==> config.mk <==
export PLATFORM = sky130hd
export DESIGN_NAME = playback_reader
export DESIGN_NICKNAME = d
export VERILOG_FILES = /design/src/rtl/playback_reader.sv
export SDC_FILE = /design/constraint.sdc
export NUM_CORES = 1
export LEC_CHECK = 0
export BUFFER_PORTS_ARGS = -buffer_cell sky130_fd_sc_hd__buf_4
export CORE_AREA = 2 2 104 106
export DETAILED_ROUTE_END_ITERATION = 7
export DIE_AREA = 0 0 106 108
export PLACE_DENSITY_LB_ADDON = 0.08
export SYNTH_ARGS = -nofsm -noshare
export SYNTH_HDL_FRONTEND = slang
export SYNTH_SLANG_ARGS = --single-unit
==> constraint.sdc <==
create_clock -name clk -period 5.3 [get_ports clk]
set_input_delay 0.265 -clock clk [delete_from_list [all_inputs] [get_ports clk]]
set_output_delay 0.265 -clock clk [all_outputs]
set_load 0.02 [all_outputs]
==> src/rtl/playback_reader.sv <==
// playback_reader: replays recorded note words from the note RAM, one per tempo beat.
// Optional feature: define LOOP_PLAYBACK_EN to wrap to address 0 after the last word
// and keep playing until stop, instead of ending with a done pulse.
module playback_reader #(
   parameter int ADDR_W     = 6,
   parameter int DATA_W     = 32,
   parameter int CNT_W      = 27,
   parameter int GAP_CYCLES = 10000,
   parameter int PERIOD_DIV = 1
) (
   input  logic              clk,
   input  logic              resetn,
   input  logic              start,
   input  logic              stop,
   input  logic [2:0]        speed,
   input  logic [ADDR_W:0]   length,
   output logic              mem_rd,
   output logic [ADDR_W-1:0] mem_addr,
   input  logic [DATA_W-1:0] mem_rdata,
   output logic [DATA_W-1:0] note,
   output logic              note_on,
   output logic              beat,
   output logic              playing,
   output logic              done
);
   typedef enum logic [2:0] {IDLE, FETCH, LATCH, PLAY, DONE} state_t;

   localparam logic [31:0] TEMPO [8] = '{32'd75000000, 32'd50000000, 32'd37500000, 32'd30000000,
                                         32'd25000000, 32'd21428571, 32'd16666667, 32'd13636364};
   localparam logic [ADDR_W:0] DEPTH = (ADDR_W+1)'(1) << ADDR_W;

   state_t              state_q, state_d;
   logic [ADDR_W-1:0]   addr_q, addr_d;
   logic [CNT_W-1:0]    cnt_q, cnt_d;
   logic [DATA_W-1:0]   note_q, note_d;
   logic                done_q, done_d;
   logic [CNT_W-1:0]    period_m1;
   logic [ADDR_W:0]     len_eff;
   logic                last;

   assign period_m1 = CNT_W'(TEMPO[speed] / 32'(PERIOD_DIV) - 32'd1);
   assign len_eff   = (length > DEPTH) ? DEPTH : length;
   assign last      = {1'b0, addr_q} == len_eff - 1'b1;
   assign playing   = state_q != IDLE;
   assign beat      = playing && cnt_q == '0;
   assign mem_rd    = state_q == FETCH;
   assign mem_addr  = addr_q;
   assign note      = note_q;
   assign note_on   = state_q == PLAY && cnt_q >= CNT_W'(GAP_CYCLES);
   assign done      = done_q | (state_q == DONE && !stop);

   // Next-state, address walk, tempo counter and note latch; stop overrides everything.
   always_comb begin
      state_d = state_q;
      addr_d  = addr_q;
      cnt_d   = cnt_q;
      note_d  = note_q;
      done_d  = 1'b0;
      if (playing) cnt_d = beat ? period_m1 : cnt_q - 1'b1;
      case (state_q)
         IDLE: if (start && !stop) begin
            if (len_eff == '0) done_d = 1'b1;
            else begin
               state_d = FETCH;
               addr_d  = '0;
               cnt_d   = period_m1;
            end
         end
         FETCH: state_d = LATCH;
         LATCH: begin
            state_d = PLAY;
            note_d  = mem_rdata;
         end
         PLAY: if (beat) begin
            if (last) begin
`ifdef LOOP_PLAYBACK_EN
               addr_d  = '0;
               state_d = FETCH;
`else
               state_d = DONE;
`endif
            end else begin
               addr_d  = addr_q + 1'b1;
               state_d = FETCH;
            end
         end
         DONE: state_d = IDLE;
         default: state_d = IDLE;
      endcase
      if (stop && playing) begin
         state_d = IDLE;
         note_d  = note_q;
      end
   end

   // State and datapath registers, cleared asynchronously.
   always_ff @(posedge clk or negedge resetn) begin
      if (!resetn) begin
         state_q <= IDLE;
         addr_q  <= '0;
         cnt_q   <= '0;
         note_q  <= '0;
         done_q  <= 1'b0;
      end else begin
         state_q <= state_d;
         addr_q  <= addr_d;
         cnt_q   <= cnt_d;
         note_q  <= note_d;
         done_q  <= done_d;
      end
   end
endmodule

==> run summary <==
Run status -> completed
Post-synth design cell area -> 4050 um^2
Final antenna diode count -> 0
CP Cell Sequence -> inv_1 -> ha_1 -> or3b_1 -> nor4bb_1 -> nand2_1 -> o21ai_1 -> o21ai_0 -> o21ai_0
Clock transition at the register clock pins on the worst setup and hold paths after CTS -> 0.09 ns
Switching power total -> 0.955 mW
Routed wire length per instance -> 16.5 um
Maximum level of the CTS H-tree -> 3
Crit path launch type -> flop
Number of placement rows -> 37
Number of setup violations in the final report -> 0
Clock latency on the worst-skew pair -> 0.35 ns
Ratio of routed vias to standard cells -> 5.57
Pwr per Cell Area -> 489 nW/um^2
Reg power frac -> 37.3%
Area growth from synthesis to final layout -> 25.5%
Number of standard cells after synthesis -> 417
Required @ worst endpoint -> 5.56 ns
Initial antenna violation count -> 0
Power, Total -> 2.48 mW
Largest fanout on the critical path -> 16
Die ar. -> 11,400 um^2
Yosys cell types -> 58
Detailed Routing Iterations Pass 1 -> 4
Post-synth net total -> 474
Synth area leader -> sky130_fd_sc_hd__dfrtp_1
Post-DP HPWL -> 7680 um
Count of nets after finishing -> 558
Die H -> 108 um
Effective utilization at floorplan -> 39.6%
Switching power share of the total -> 38.5%
Die width -> 106 um
Reg2Reg Capture Point -> cnt_q[18]$_DFF_PN0_
Count of flip-flops with a built-in enable after synthesis -> 0
Kind of cell adding the most delay to the critical path -> compound AO/OA/AOI/OAI gates
Share of flip-flops with an asynchronous set or reset -> 100%
Post-cts repair resize count -> 0
Clock network power share -> 22.0%
Reg2Reg Setup Slack -> 1.98 ns
Clock Tree Buf Depth -> 2
Total grt overflow -> 0
RSZ-0062 raised after global routing -> no
Time the worst path needs with I/O delays and setup -> 3.32 ns
Clock Sink Count -> 69
Pin count of the biggest net entering global routing -> 70
Count of buffers inserted at the top-level ports -> 88
Maximum cell stage delay along the critical path -> 0.94 ns
Number of setup buffers added after CTS -> 0
Hold buffer count at cts -> 0
Most frequent cells in the layout -> sky130_fd_sc_hd__buf_4, sky130_fd_sc_hd__dfrtp_1, sky130_fd_sc_hd__nor2_1
LEAKAGE -> 2.15 nW
Vias in the first global route -> 3,490
Arrival time of the worst setup path -> 3.59 ns
Highest clock frequency the design can meet -> 301 MHz
Slew at the pin with the worst max-slew slack -> 1.13 ns
# IOs -> 89
Wire length of the first global-routing pass -> 17,500 um
Most common cell after layout, fill and taps aside -> sky130_fd_sc_hd__buf_4
Critical path class -> reg -> reg
Yosys warning count -> 0
Cell at the root of the clock tree -> sky130_fd_sc_hd__clkbuf_8
Largest cells by area after synthesis -> sky130_fd_sc_hd__dfrtp_1, sky130_fd_sc_hd__mux2_2, sky130_fd_sc_hd__ha_1, sky130_fd_sc_hd__a21oi_1, sky130_fd_sc_hd__nor2_1
Max-slew violations -> 0
Num CTS Buffers -> 9
Max Cap Violations -> 0
Starting DRC count in detailed routing -> 248
Comb pwr share -> 40.7%
Number of buffer and inverter stages on the critical path -> 1
Worst Reg-to-Reg Cells -> 8
Kind of end point of the critical path -> flop
Max rail drop VDD -> 185 uV
Startpoint of the worst-slack reg-to-reg timing path -> cnt_q[0]$_DFF_PN0_
Worst clock skew -> 0.0127 ns
Cell occurring most often along the worst timing path -> sky130_fd_sc_hd__o21ai_0
Count of unresolved DRC violations after routing -> 0
Leading register cell type out of synthesis -> sky130_fd_sc_hd__dfrtp_1
Setup TNS -> 0 ns
Headroom to the max-slew limit -> 24.2%
Part of the Yosys area used for sequential elements -> 42.6%
Area share of the largest cell type after synthesis -> 42.6%
CTS tree -> yes
Routed Wire Length -> 10,600 um
Final weighted congestion of routability-driven global placement -> 0.842
Ratio of cells with drive above 1 in the final layout -> 29.6%
Critical path's slowest cell -> sky130_fd_sc_hd__o21ai_1
Type of the most critical hold path -> in -> async
Total core area -> 10,200 um^2
Flip-flop and latch count after synthesis -> 69
Detailed-route via count -> 3,579
Internal -> 1.53 mW
All-Layer GR Usage -> 19.0%
Total count of hold-check failures in the final report -> 0
Final ANT Viol Nets -> 0
Period utilisation layout -> 62.6%
Avg Synthesized Cell Area -> 9.71 um^2
==> flip-flops by register name, indices dropped and copies added, names as in the netlist <==
| register | count |
|---|---|
| cnt_q | 27 |
| done_q | 1 |
| mem_addr | 6 |
| note | 32 |
| state_q | 3 |
==> layer usage <==
layer,up-vias,global-route usage [%],wire length (um)
met2,95,30.5,5040
met3,15,3.80,494
met1,1758,25.7,4870
met4,0,7.05,179
li1,1711,-,-
met5,-,0,0
==> power groups by stage <==
| stage | Combinational [mW] | Clock (mW) | Sequential (mW) |
|---|---|---|---|
| CTS | 1.02 | 0.560 | 0.924 |
| global route | 1.10 | 0.583 | 0.959 |
| detailed placement | 1.01 | 0 | 0.934 |
| finish | 1.01 | 0.546 | 0.927 |
| global placement | 1.01 | 0 | 0.921 |
| floorplan | 0.486 | 0 | 1.05 |
==> worst max-delay path by stage <==
stage / depth (start not counted) / to / slack, ns / from
final: 8 / cnt_q[18]$_DFF_PN0_ / 1.98 / cnt_q[0]$_DFF_PN0_
after global placement: 8 / cnt_q[25]$_DFF_PN0_ / 2.17 / cnt_q[0]$_DFF_PN0_
after global routing: 8 / cnt_q[18]$_DFF_PN0_ / 1.66 / cnt_q[0]$_DFF_PN0_
after detailed placement: 8 / cnt_q[15]$_DFF_PN0_ / 2.04 / cnt_q[0]$_DFF_PN0_
after CTS: 8 / cnt_q[25]$_DFF_PN0_ / 2.02 / cnt_q[0]$_DFF_PN0_
after floorplan: 10 / mem_addr[4]$_DFFE_PN0P_ / 2.55 / length[6]
==> metrics by stage <==
step | std cells | worst slack, ns | cell area (um^2) | util, % | hold slack [ns]
after global routing | 642 | 1.66 | 5080 | 49.7 | 0.104
final | 642 | 1.98 | 5080 | 49.7 | 0.0335
after CTS | 642 | 2.02 | 5080 | 49.7 | 0.0651
after global placement | 626 | 2.17 | 4830 | 47.2 | 0.465
after floorplan | 417 | 2.55 | 4050 | - | -0.0306
after detailed placement | 626 | 2.04 | 4830 | 47.2 | 0.456
==> cell type report <==
type | count | area (um^2)
clock buffer | 9 | 124
tap | 136 | 170
inverter | 11 | 41.3
fill | 972 | 5150
timing repair buffer | 91 | 683
clock inverter | 7 | 128
multi-input combinational | 319 | 2210
sequential | 69 | 1730
==> synthesized netlist by cell type (11+ instances only) <==
| master | instances |
|---|---|
| sky130_fd_sc_hd__a21oi_1 | 27 |
| sky130_fd_sc_hd__clkbuf_1 | 16 |
| sky130_fd_sc_hd__dfrtp_1 | 69 |
| sky130_fd_sc_hd__ha_1 | 11 |
| sky130_fd_sc_hd__inv_1 | 11 |
| sky130_fd_sc_hd__mux2_2 | 32 |
| sky130_fd_sc_hd__nand2_1 | 33 |
| sky130_fd_sc_hd__nand3_1 | 13 |
| sky130_fd_sc_hd__nor2_1 | 34 |
| sky130_fd_sc_hd__nor4_1 | 11 |
| sky130_fd_sc_hd__o21ai_0 | 19 |
| sky130_fd_sc_hd__or4_1 | 11 |
| sky130_fd_sc_hd__xnor2_1 | 11 |
==> kinds of logic after synthesis <==
group	after synthesis	share of synthesized area (%)
DFF	69	42.6
muxes	38	10.4
xor gates and xnor gates	20	4.33
buffers and inverters	29	2.97
adders and majority gates	11	3.40
AOI/OAI and AO/OA	92	14.8
and+or+nand+nor	158	21.4
Note: power is estimated with default switching activity, not from simulation.
